## src/rtl/fifo_pkg.sv

```systemverilog
// Shared defaults for the flip-flop FIFO.
package fifo_pkg;

   localparam int unsigned FIFO_BITS  = 32;
   localparam int unsigned FIFO_DEPTH = 16;

endpackage : fifo_pkg

```

## src/rtl/fifo_reg.sv

```systemverilog
// One storage entry: bits-wide register with load enable and async active-low clear.
module fifo_reg
   import fifo_pkg::*;
#(
   parameter int unsigned bits = FIFO_BITS
) (
   input  logic            clk,
   input  logic            rst_n,
   input  logic            en,
   input  logic [bits-1:0] d,
   output logic [bits-1:0] q
);

   logic [bits-1:0] data_q;
   logic [bits-1:0] data_d;

   // Load new word only when this entry is the write target.
   always_comb begin
      data_d = data_q;
      if (en) begin
         data_d = d;
      end
   end

   // Entry register.
   always_ff @(posedge clk or negedge rst_n) begin
      if (!rst_n) begin
         data_q <= '0;
      end else begin
         data_q <= data_d;
      end
   end

   assign q = data_q;

endmodule : fifo_reg

```

## src/rtl/flop_fifo.sv

```systemverilog
// First-word-fall-through FIFO built from flip-flops; pointers wrap modulo depth.
module flop_fifo
   import fifo_pkg::*;
#(
   parameter int unsigned bits  = FIFO_BITS,
   parameter int unsigned depth = FIFO_DEPTH
) (
   input  logic            clk,
   input  logic            rst,
   input  logic [bits-1:0] Din,
   input  logic            push,
   input  logic            pop,
   output logic [bits-1:0] Dout,
   output logic            full,
   output logic            pndng
);

   localparam int unsigned PTR_W = $clog2(depth);
   localparam int unsigned CNT_W = $clog2(depth + 1);

   logic [PTR_W-1:0] wr_ptr_q, wr_ptr_d;
   logic [PTR_W-1:0] rd_ptr_q, rd_ptr_d;
   logic [CNT_W-1:0] cnt_q, cnt_d;
   logic             push_ok;
   logic             pop_ok;
   logic [depth-1:0] wr_en;
   logic [bits-1:0]  mem_q [depth];

   // Status decode, handshake acceptance and next pointer/counter state.
   always_comb begin
      full     = (cnt_q == CNT_W'(depth));
      pndng    = (cnt_q != '0);
      push_ok  = push && (!full || pop);
      pop_ok   = pop && pndng;
      wr_ptr_d = wr_ptr_q;
      rd_ptr_d = rd_ptr_q;
      cnt_d    = cnt_q;
      if (push_ok) begin
         wr_ptr_d = (wr_ptr_q == PTR_W'(depth - 1)) ? '0 : wr_ptr_q + PTR_W'(1);
      end
      if (pop_ok) begin
         rd_ptr_d = (rd_ptr_q == PTR_W'(depth - 1)) ? '0 : rd_ptr_q + PTR_W'(1);
      end
      case ({push_ok, pop_ok})
         2'b10:   cnt_d = cnt_q + CNT_W'(1);
         2'b01:   cnt_d = cnt_q - CNT_W'(1);
         default: cnt_d = cnt_q;
      endcase
   end

   // One-hot write enable for the entry addressed by the write pointer.
   always_comb begin
      wr_en = '0;
      for (int unsigned i = 0; i < depth; i++) begin
         wr_en[i] = push_ok && (wr_ptr_q == PTR_W'(i));
      end
   end

   // Pointer and occupancy registers.
   always_ff @(posedge clk or negedge rst) begin
      if (!rst) begin
         wr_ptr_q <= '0;
         rd_ptr_q <= '0;
         cnt_q    <= '0;
      end else begin
         wr_ptr_q <= wr_ptr_d;
         rd_ptr_q <= rd_ptr_d;
         cnt_q    <= cnt_d;
      end
   end

   for (genvar g = 0; g < depth; g++) begin : g_mem
      fifo_reg #(
         .bits (bits)
      ) u_reg (
         .clk   (clk),
         .rst_n (rst),
         .en    (wr_en[g]),
         .d     (Din),
         .q     (mem_q[g])
      );
   end

   // Head word falls through; zero while empty.
   always_comb begin
      Dout = '0;
      if (pndng) begin
         Dout = mem_q[rd_ptr_q];
      end
   end

endmodule : flop_fifo

```

## config.mk

```make
export PLATFORM = sky130hd
export DESIGN_NAME = flop_fifo
export DESIGN_NICKNAME = d
export VERILOG_FILES = /design/src/rtl/fifo_pkg.sv /design/src/rtl/fifo_reg.sv /design/src/rtl/flop_fifo.sv
export SDC_FILE = /design/constraint.sdc
export NUM_CORES = 1
export LEC_CHECK = 0
export BUFFER_PORTS_ARGS = -buffer_cell sky130_fd_sc_hd__buf_2
export CORE_UTILIZATION = 41
export CTS_CLUSTER_SIZE = 25
export DETAILED_ROUTE_END_ITERATION = 10
export HOLD_SLACK_MARGIN = 0.15
export PLACE_DENSITY = 0.67
export SLEW_MARGIN = 20
export SYNTH_ARGS = -nofsm -noshare
export SYNTH_HDL_FRONTEND = slang
export SYNTH_SLANG_ARGS = --single-unit
export TNS_END_PERCENT = 1
```

## constraint.sdc

```tcl
create_clock -name clk -period 2.7 [get_ports clk]
set_input_delay 0.27 -clock clk [delete_from_list [all_inputs] [get_ports clk]]
set_output_delay 0.27 -clock clk [all_outputs]
set_load 0.02 [all_outputs]
```

==> reports/qor_table.md, run 1 <==
| Group | Parameter | Value |
|:---|:---|:---|
| logic synthesis | Synthesized netlist net count | 1568 |
| drt | 1st-iter DRT viols | 900 |
| critical path | End point of the critical path | Dout[8] |
| sta | Final Worst Setup Slack | -0.1352 ns |
| drt | Final wirelength | 60.73 mm |
| cells and area | Layout Cells excl Fill | 2452 |
| global route | Vias in the first global route | 14921 |
| global route | Overall fraction of global-route tracks in use | 21.11% |
| drt | Remaining routing DRC violations | 0 |
| cells and area | Area added between synthesis and finish | 19.13% |
| sta | Clock period minus worst slack | 2.835 ns |
| critical path | Startpoint types | flop |
| drt | DRT Pass-1 Iters | 5 |
| outcome | Violations in the final reports | setup timing |
| floorplan | Die extent in x | 243.4 um |
| cells and area | Fraction of layout instances using a drive strength above 1 | 54.60% |
| floorplan | Core area | 0.05759 mm2 |
| cts | Deepest level of the CTS H-tree | 2 |
| placement | Half-perimeter wire length after placement | 33.45 mm |
| critical path | Logic depth of the worst register-to-register path | 10 |
| sta | Unrepaired setup endpoints after global routing | yes |
| logic synthesis | Seq cells post-synth | 525 |
| sta | Final setup skew | 0.01775 ns |
| critical path | Register-to-register setup slack | 0.07 ns |
| logic synthesis | Gate count after technology mapping | 1524 |
| cts | Register clock-pin slew on the reported worst setup and hold paths | 0.06 ns |
| floorplan | IO Pins | 70 |
| drt | Mean routed wirelength per cell | 24.77 um |
| floorplan | Die span in y | 243.4 um |
| critical path | CP Data Required Time | 2.43 ns |
| pwr | Reported leakage power | 12.09 nW |
| placement | Count of buffers from port buffering | 69 |
| logic synthesis | Number of distinct library cell variants in the gate-level netlist after synthesis | 37 |
| logic synthesis | Top_reg_cell synth | dfrtp_1 |
| critical path | CP Launch Point | rd_ptr_q[1] |
| global route | Antenna violations before repair | 2 |
| logic synthesis | Cell area after technology mapping | 0.02390 mm2 |
| floorplan | Initial cell density of the core | 41.50% |
| placement | Worst setup slack before clock tree synthesis | 0.08219 ns |
| cts | Clock tree root driver cell | clkbuf_16 |
| floorplan | Full die area | 0.05925 mm2 |
| cts | Clock latency reported for the late side of the worst-skew pair | 0.60 ns |
| sta | Setup total negative slack | -1.747 ns |
| run | MaxCap Viol Count | 0 |
| sta | Transition time at the pin with the least slew margin | 1.046 ns |
| critical path | FF-to-FF End | cnt_q[2] |
| min path | Worst min-delay path category | in2async |
| logic synthesis | Sequential cell area fraction in the yosys report | 54.98% |
| cts | CTS tree | built |
| cts | Max Buffers Root-to-Sink | 3 |
| global route | Global-route wire length before repair | 94.90 mm |
| sta | Number of endpoints failing setup at the final stage | 29 |
| critical path | Worst setup path category | reg2out |
| floorplan | Count of standard-cell rows | 88 |
| sta | Worst slew margin relative to its limit | 30.10% |
| critical path | Worst EP arrival | 2.57 ns |
| global route | Grt total ovfl | 0 |
| placement | Placed insts | 2294 |
| drt | Via count of the routed design | 13940 |
| logic synthesis | Number of synthesis warnings | 0 |
| logic synthesis | Fraction of post-synthesis cell area in the top cell type by area | 54.98% |
| cts | Total CTS buffers | 55 |
| logic synthesis | Post-synth EDFFs | 0 |
| sta | Slew Limit Fails | 0 |
| pwr | Tot Pwr | 36.64 mW |
| logic synthesis | Most area-consuming cells after synthesis | dfrtp_1 (55%), mux2_2 (24%), mux4_2 (12%) |
| pwr | Pwr/cell area | 1287 mW/mm2 |
| sta | Highest attainable clock frequency | 352.7 MHz |
| placement | Post-Place Cell Area | 0.02577 mm2 |
| drt | Vias per std cell | 5.685 |
| cells and area | Final-stage net count | 1686 |
| critical path | Maximum fanout count along the critical path | 8 |
| cts | # clock sinks | 525 |
| global route | Maximum number of pins on one net before global-route repair | 96 |
| sta | Share of the clock period used by the worst path after layout | 105.0% |
| outcome | Result of the run | complete, but fails checks |
| logic synthesis | Avg Synthesized Cell Area | 15.68 um2 |
| placement | Global placement routability congestion | 0.7326 |
| sta | Count of endpoints failing hold in the final timing report | 0 |
| critical path | Kind of end point of the critical path | output pin |
| logic synthesis | Leading area contributor after synthesis | dfrtp_1 |
| logic synthesis | Asr flop ratio synth | 100.0% |
| drt | Antenna-violating nets left | 0 |
| pwr | Maximum vdd drop | 0.7624 mV |
| critical path | Launch point of the worst reg-to-reg path | cnt_q[0] |
| cells and area | Final Cell Area | 0.02847 mm2 |
==> layout make-up <==
type | count | area [um2]
diodes | 2 | 5.005
clock buffers | 78 | 1593
clock inverters | 22 | 322.8
fillers | 4729 | 29120
inverters | 4 | 15.01
multi-input cells | 857 | 10370
flip-flops and latches | 525 | 13150
well taps | 765 | 957.2
repair buffers | 199 | 2058
==> what timing repair did <==
action | CTS | global route
resized for setup | 12 | 19
pin swaps | 5 | 8
endpoints found under the hold margin | 928 | 0
endpoints found under the setup margin | 32 | 34
gates cloned | 3 | 1
hold buffers | 35 | 0
setup buffers | 14 | 3
==> per-layer routing <==
| metal | up-vias | global-route usage [%] | routed length [um] |
|---|---|---|---|
| met5 | - | 0 | 0 |
| met3 | 109 | 3.448 | 2928 |
| li1 | 5936 | - | - |
| met4 | 0 | 5.660 | 1555 |
| met2 | 315 | 32.64 | 28300 |
| met1 | 7580 | 30.85 | 27940 |
==> critical path: stages, from the launching register on <==
cell and delay, ns:
dfrtp_4 0.52, buf_12 0.17, buf_12 0.15, mux4_2 0.51, mux2i_2 0.19, o211ai_1 0.20, buf_4 0.22
==> report_power, final <==
group	switching (mW)	internal, mW	leakage [nW]
clock	3.18	4.85	0.944
sequential	1.98	11.7	6.52
combinational	6.53	8.42	4.62
==> registers in the layout (all words and copies together) (netlist names) <==
name and count:
cnt_q 5, wr_ptr_q 4, rd_ptr_q 4, g_mem.u_reg.q 512
==> cell families after synthesis <==
group                      after synthesis  share of synthesized area (%)
adders and majority gates                8                         0.4189
muxes                                  676                          37.72
AOI/OAI and AO/OA                       51                          1.560
buffers and inverters                  142                          2.529
DFF                                    525                          54.98
xor gates and xnor gates                 8                         0.2932
and+or+nand+nor                        114                          2.498
==> worst min-delay path by stage <==
stage	from	to	slack, ns	depth (start not counted)
global route	rst	g_mem[4].u_reg.q[29]	0.24	2
CTS	rst	g_mem[4].u_reg.q[26]	0.21	2
global placement	rst	g_mem[3].u_reg.q[28]	0.23	1
detailed placement	rst	g_mem[11].u_reg.q[29]	0.23	1
floorplan	rst	cnt_q[0]	-0.03	0
finish	rst	g_mem[4].u_reg.q[29]	0.20	2
==> synth_stat cells (3+ instances only) <==
master	instances
a21oi_1	3
buf_1	10
buf_2	54
clkbuf_1	73
dfrtp_1	525
ha_1	8
inv_1	4
mux2_1	17
mux2_2	499
mux2i_1	32
mux4_2	128
nand2_1	11
nand2b_1	3
nand3_1	68
nor2_1	9
nor2b_1	4
nor3_1	9
o211ai_1	31
o21ai_0	7
o31ai_1	3
xnor2_1	3
xor2_1	5
==> layout by cell type (no fill, tap or decap), types with 6 or more instances in the layout <==
cell,Yosys,layout
dlygate4sd3_1,0,35
dfrtp_1,525,522
clkbuf_16,0,56
mux4_2,128,128
ha_1,8,6
nand2_1,11,10
buf_2,54,62
mux2i_1,32,27
nand3_1,68,68
o211ai_1,31,31
clkbuf_1,73,10
nor3_2,0,7
buf_12,0,38
nor2_4,0,6
bufinv_16,0,8
clkinv_2,0,10
buf_4,1,50
clkbuf_8,0,13
mux2_1,17,17
mux2_2,499,499
==> per-stage QoR <==
stage	util, %	hold slack (ns)
final	49.43	0.1954
after global routing	49.43	0.2370
after CTS	49.18	0.2052
after detailed placement	44.76	0.2262
after global placement	44.71	0.2264
after floorplan	-	-0.02559
(Power assumes the default switching activity.)
==> inputs of run 2 (changes only) <==
Settings changed: PLACE_DENSITY 0.67 to 0.65.
Clock period 2.7 ns to 3.46 ns, I/O delays scaled along.
==> reports/qor_table.md, run 2 (same netlist as run 1, synthesis figures left out) <==
| Group | Parameter | Value | vs previous |
|:---|:---|:---|:---|
| outcome | Result of the run | completed |  |
| cells and area | Filler Cells Inserted | 4908 | +3.8% |
| global route | Met2 Usage GRT | 30.43% | -2.2 points |
| placement | Global placement routability congestion | 0.8171 | +12% |
| sta | Count of endpoints failing hold in the final timing report | 0 | unchanged |
| cells and area | Combined area of the multi-input logic cells | 0.01027 mm2 | -0.97% |
| critical path | Kind of end point of the critical path | output pin |  |
| critical path | End point of the critical path | Dout[21] |  |
| drt | Via count of the routed design | 13524 | -3.0% |
| sta | Highest attainable clock frequency | 309.1 MHz |  |
| cts | Total CTS buffers | 56 | +1.8% |
| critical path | FF-to-FF End | cnt_q[4] |  |
| cts | Clock tree root driver cell | clkbuf_16 |  |
| global route | Maximum number of pins on one net before global-route repair | 88 | -8.3% |
| sta | Worst slew margin relative to its limit | 25.17% | -4.9 points |
| critical path | Register-to-register setup slack | 0.48 ns | +0.41 ns |
| global route | Grt total ovfl | 0 | unchanged |
| critical path | Launch point of the worst reg-to-reg path | cnt_q[1] |  |
| cells and area | Final-stage net count | 1616 | -4.2% |
| pwr | Pwr/cell area | 1007 mW/mm2 | -22% |
| global route | Busiest layer in global routing | met2 |  |
| placement | Half-perimeter wire length after placement | 33.58 mm | +0.39% |
| drt | Antenna-violating nets left | 0 | unchanged |
| critical path | Family of cells with the greatest summed delay on the critical path | flip-flops |  |
| drt | 1st-iter DRT viols | 822 | -8.7% |
| critical path | Cell breakdown of the critical path | and2_2 > buf_4 > nand3_1 > o211ai_1 > buf_2 |  |
| floorplan | Initial cell density of the core | 41.50% | unchanged |
| min path | Worst min-delay path category | in2reg |  |
| cells and area | End-of-flow core utilization | 47.35% | -2.1 points |
| sta | Unrepaired setup endpoints after global routing | no |  |
| cells and area | Most common cell after layout, fill and taps aside | dfrtp_1 |  |
| cts | # clock sinks | 525 | unchanged |
| cells and area | Combined flip-flop and latch cell area | 0.01315 mm2 | unchanged |
| critical path | Crit path max-delay cell type | dfrtp_4 |  |
| floorplan | Core area | 0.05759 mm2 | unchanged |
| critical path | Worst path depth | 5 | -1 |
| sta | Slew Limit Fails | 0 | unchanged |
| cts | CTS tree | built |  |
| critical path | CP Data Required Time | 3.11 ns | +0.68 ns |
| critical path | Worst EP arrival | 2.89 ns | +0.32 ns |
| global route | Vias in the first global route | 14627 | -2.0% |
| drt | Vias per std cell | 5.675 | -0.18% |
| floorplan | Full die area | 0.05925 mm2 | unchanged |
| critical path | Biggest cell delay along the critical path | 0.75 ns | +0.23 ns |
| run | MaxCap Viol Count | 0 | unchanged |
| cells and area | Commonest cells after routing, fill and taps aside | dfrtp_1 (522), mux2_2 (499), mux4_2 (128), nand3_1 (68), buf_2 (68) |  |
| cts | Register clock-pin slew on the reported worst setup and hold paths | 0.06 ns | about the same |
| sta | Transition time at the pin with the least slew margin | 1.120 ns | +0.07375 ns |
| cells and area | Largest register FFs | 512 | unchanged |
| floorplan | Die span in y | 243.4 um | unchanged |
| floorplan | IO Pins | 70 | unchanged |
| cts | Clock latency reported for the late side of the worst-skew pair | 0.61 ns | about the same |
| global route | Met1 Resource Use GR | 29.27% | -1.6 points |
| sta | Share of the clock period used by the worst path after layout | 93.49% |  |
| cells and area | Fraction of layout instances using a drive strength above 1 | 54.02% | -0.58 points |
| cells and area | Area added between synthesis and finish | 14.11% |  |
| sta | Final setup skew | 0.01961 ns | +0.001855 ns |
| drt | Mean routed wirelength per cell | 23.69 um | -4.3% |
| sta | Clock period minus worst slack | 3.235 ns |  |
| critical path | Maximum fanout count along the critical path | 30 | +22 |
| sta | Setup total negative slack | 0 ns | +1.747 ns |
| cts | Deepest level of the CTS H-tree | 2 | unchanged |
| critical path | Crit path buffers/inverters | 2 | -1 |
| critical path | Worst setup path category | reg2out |  |
| placement | Count of buffers from port buffering | 69 | unchanged |
| critical path | Startpoint types | flop |  |
| pwr | Reported leakage power | 11.61 nW | -4.0% |
| global route | Antenna violations before repair | 2 | unchanged |
| critical path | CP Launch Point | rd_ptr_q[2] |  |
| pwr | Maximum vdd drop | 0.6257 mV | -18% |
| critical path | Logic depth of the worst register-to-register path | 9 | -1 |
| drt | Remaining routing DRC violations | 0 | unchanged |
| pwr | Tot Pwr | 27.46 mW | -25% |
| global route | Global-route wire length before repair | 90.78 mm | -4.3% |
| global route | Met3 Use GR | 3.217% | -0.23 points |
| drt | DRT Pass-1 Iters | 4 | -1 |
| global route | Overall fraction of global-route tracks in use | 19.85% | -1.3 points |
| cts | Max Buffers Root-to-Sink | 3 | unchanged |
| floorplan | Count of standard-cell rows | 88 | unchanged |
| sta | Number of endpoints failing setup at the final stage | 0 | -100% |
| cts | Post-cts sizing count | 0 | -12 |
| floorplan | Die extent in x | 243.4 um | unchanged |
| drt | Final wirelength | 56.46 mm | -7.0% |
-- run 2: stage by stage --
stage	setup slack (ns)	area [um2]	instances	hold slack, ns
final	0.2251	27270	2383	0.1904
after global routing	0.08942	27260	2382	0.1959
after CTS	0.1712	27260	2381	0.1532
after detailed placement	0.4977	25300	2275	0.4273
after global placement	0.5529	25270	2274	0.4163
after floorplan	0.5758	23900	1524	0.05041
-- run 2: repair_timing --
action / 4_1_cts / 5_1_grt
hold endpoints to repair: 81 / 0
hold buffers: 4 / 0
setup buffers: 0 / 0
-- run 2: worst min path at each step --
stage / startpoint / end / slack, ns / depth (start not counted)
after CTS: Din[1] / g_mem[0].u_reg.q[1] / 0.15 / 2
after global routing: Din[29] / g_mem[3].u_reg.q[29] / 0.20 / 2
after floorplan: rst / cnt_q[0] / 0.05 / 0
after detailed placement: rst / g_mem[8].u_reg.q[0] / 0.43 / 1
final: Din[29] / g_mem[3].u_reg.q[29] / 0.19 / 2
after global placement: rst / g_mem[9].u_reg.q[0] / 0.42 / 1
-- run 2: area by class of cell --
cell class | instances | area share, %
sequential | 525 | 48.22
multi-input combinational | 857 | 37.65
clock buffer | 72 | 5.768
tap | 765 | 3.510
timing repair buffer | 128 | 3.497
clock inverter | 30 | 1.276
inverter | 4 | 0.05507
antenna | 2 | 0.01836
-- run 2: layer usage --
metal	wire (um)	share of wire [%]
met1	26690	47
met2	26230	46
met3	2364	4.2
met4	1171	2.1
met5	0	0
-- run 2: report_power, final --
part | internal, mW | leakage, nW | switching (mW)
Sequential | 9.10 | 6.52 | 1.77
Combinational | 5.80 | 4.13 | 4.57
Clock | 3.72 | 0.954 | 2.50
==> inputs of run 3 (changes only) <==
Settings changed: CORE_UTILIZATION 41 to 29, PLACE_DENSITY 0.65 to 0.52.
==> reports/qor_table.md, run 3 (same netlist as run 1, synthesis figures left out) <==
| Group | Parameter | Value | vs previous |
|:---|:---|:---|:---|
| critical path | Cell breakdown of the critical path | buf_4 > mux4_2 > mux2i_1 > o211ai_1 > buf_2 |  |
| global route | Grt total ovfl | 0 | unchanged |
| critical path | Crit path max-delay cell type | dfrtp_4 |  |
| drt | Via count of the routed design | 13430 | -0.70% |
| sta | Worst slew margin relative to its limit | 33.79% | +8.6 points |
| placement | Placed insts | 2577 | +13% |
| global route | Vias in the first global route | 14568 | -0.40% |
| global route | Maximum number of pins on one net before global-route repair | 78 | -11% |
| pwr | Pwr/cell area | 982.4 mW/mm2 | -2.4% |
| cells and area | Antenna diode count | 0 | -2 |
| sta | Final Worst Setup Slack | 0.2042 ns | -0.02095 ns |
| cells and area | Final-stage net count | 1628 | +0.74% |
| cells and area | Fraction of layout instances using a drive strength above 1 | 53.36% | -0.66 points |
| sta | Unrepaired setup endpoints after global routing | no |  |
| cts | Post-cts sizing count | 0 | unchanged |
| cts | CTS tree | built |  |
| cells and area | Area added between synthesis and finish | 15.59% |  |
| critical path | CP Data Required Time | 3.11 ns | about the same |
| cells and area | Most common cell after layout, fill and taps aside | dfrtp_1 |  |
| cts | Clock tree root driver cell | clkbuf_16 |  |
| cells and area | Layout Cells excl Fill | 2683 | +13% |
| global route | Antenna violations before repair | 2 | unchanged |
| critical path | Kind of end point of the critical path | output pin |  |
| sta | Transition time at the pin with the least slew margin | 0.9908 ns | -0.1289 ns |
| drt | Remaining routing DRC violations | 0 | unchanged |
| sta | Count of endpoints failing hold in the final timing report | 0 | unchanged |
| critical path | Crit path buffers/inverters | 2 | unchanged |
| drt | Mean routed wirelength per cell | 22.87 um | -3.5% |
| placement | Count of buffers from port buffering | 69 | unchanged |
| pwr | Reported leakage power | 11.58 nW | -0.21% |
| placement | Global placement routability congestion | 0.7178 | -12% |
| sta | Number of endpoints failing setup at the final stage | 0 | unchanged |
| cts | Register clock-pin slew on the reported worst setup and hold paths | 0.06 ns | about the same |
| floorplan | Die span in y | 289.1 um | +19% |
| critical path | Worst setup path category | reg2out |  |
| critical path | Family of cells with the greatest summed delay on the critical path | flip-flops |  |
| sta | Share of the clock period used by the worst path after layout | 94.10% | +0.61 points |
| run | MaxCap Viol Count | 0 | unchanged |
| global route | Overall fraction of global-route tracks in use | 15.18% | -4.7 points |
| cts | Total CTS buffers | 56 | unchanged |
| drt | 1st-iter DRT viols | 847 | +3.0% |
| cts | Max Buffers Root-to-Sink | 3 | unchanged |
| placement | Worst setup slack before clock tree synthesis | 0.6669 ns | +0.1691 ns |
| drt | Antenna-violating nets left | 0 | unchanged |
| floorplan | Die extent in x | 289.1 um | +19% |
| sta | Highest attainable clock frequency | 307.1 MHz | -0.64% |
| cts | Clock latency reported for the late side of the worst-skew pair | 0.61 ns | about the same |
| critical path | Worst EP arrival | 2.91 ns | +0.02 ns |
| sta | Final setup skew | 0.02081 ns | +0.001201 ns |
| cells and area | Largest register FFs | 512 | unchanged |
| drt | DRT Pass-1 Iters | 4 | unchanged |
| sta | Clock period minus worst slack | 3.256 ns | +0.02095 ns |
| placement | Half-perimeter wire length after placement | 37.10 mm | +10% |
| min path | Worst min-delay path category | in2reg |  |
| drt | Final wirelength | 61.36 mm | +8.7% |
| floorplan | IO Pins | 70 | unchanged |
| cts | Deepest level of the CTS H-tree | 2 | unchanged |
| floorplan | Count of standard-cell rows | 104 | +18% |
| critical path | Biggest cell delay along the critical path | 0.95 ns | +0.20 ns |
| sta | Setup total negative slack | 0 ns | unchanged |
| floorplan | Initial cell density of the core | 29.48% | -12 points |
| cts | # clock sinks | 525 | unchanged |
| floorplan | Core area | 0.08107 mm2 | +41% |
| drt | Vias per std cell | 5.006 | -12% |
| critical path | Maximum fanout count along the critical path | 44 | +47% |
| sta | Slew Limit Fails | 0 | unchanged |
| floorplan | Full die area | 0.08355 mm2 | +41% |
| global route | Global-route wire length before repair | 95.81 mm | +5.5% |
| outcome | Result of the run | completed |  |
| sta | Hold Worst Slack | 0.1937 ns | +0.003313 ns |
| cells and area | Commonest cells after routing, fill and taps aside | dfrtp_1 (522), mux2_2 (499), mux4_2 (128), nand3_1 (68), buf_2 (68) |  |
| pwr | Maximum vdd drop | 0.3884 mV | -38% |
| critical path | Startpoint types | flop |  |
[run 3: area by class of cell]
type / instances / area, um2
multi-input combinational: 857 / 10270
timing repair buffer: 140 / 1154
tap: 1060 / 1326
clock inverter: 16 / 103.9
fill: 7754 / 53450
sequential: 525 / 13150
inverter: 4 / 15.01
clock buffer: 81 / 1608
[run 3: layer usage]
| layer | share of wire, % | vias up | routed length, um | GRT usage [%] |
|---|---|---|---|---|
| li1 | - | 5806 | - | - |
| met1 | 46 | 7330 | 28200 | 20.91 |
| met2 | 48 | 209 | 29610 | 24.72 |
| met3 | 3.7 | 83 | 2254 | 2.535 |
| met4 | 2.1 | 2 | 1280 | 4.013 |
| met5 | 0.016 | - | 10 | 0 |
[run 3: power breakdown]
group | leakage (nW) | internal [mW] | switching [mW] | total (mW)
clock network | 0.842 | 3.21 | 2.48 | 5.68
registers | 6.52 | 9.10 | 1.73 | 10.8
logic | 4.22 | 5.92 | 4.70 | 10.6
[run 3: path summary, 6_finish.rpt]
path / startpoint / to / slack, ns / cells after the start
worst max-delay path: rd_ptr_q[2] / Dout[1] / 0.20 / 5
worst min-delay path: Din[3] / g_mem[3].u_reg.q[3] / 0.19 / 2
worst max register to register: cnt_q[1] / cnt_q[2] / 0.63 / 11
worst min register to register: g_mem[7].u_reg.q[8] / g_mem[7].u_reg.q[8] / 0.48 / 1
max in group asynchronous: rst / g_mem[11].u_reg.q[21] / 2.27 / 3
min in group asynchronous: rst / g_mem[14].u_reg.q[4] / 0.32 / 2
[run 3: per-stage QoR]
stage          instance area, um2  util, %  power [mW]
6_report                    27620    34.07       27.14
5_1_grt                     27620    34.07       28.87
4_1_cts                     27590    34.04       27.56
3_5_place_dp                25800    31.83       21.75
3_3_place_gp                25800    31.83       21.37
2_1_floorplan               23900        -       18.19
[run 3: what timing repair did]
item	4_1_cts	5_1_grt
hold endpoints to repair	74	0
endpoints found under the setup margin	0	5
hold buffers	8	0
buffers inserted	0	1
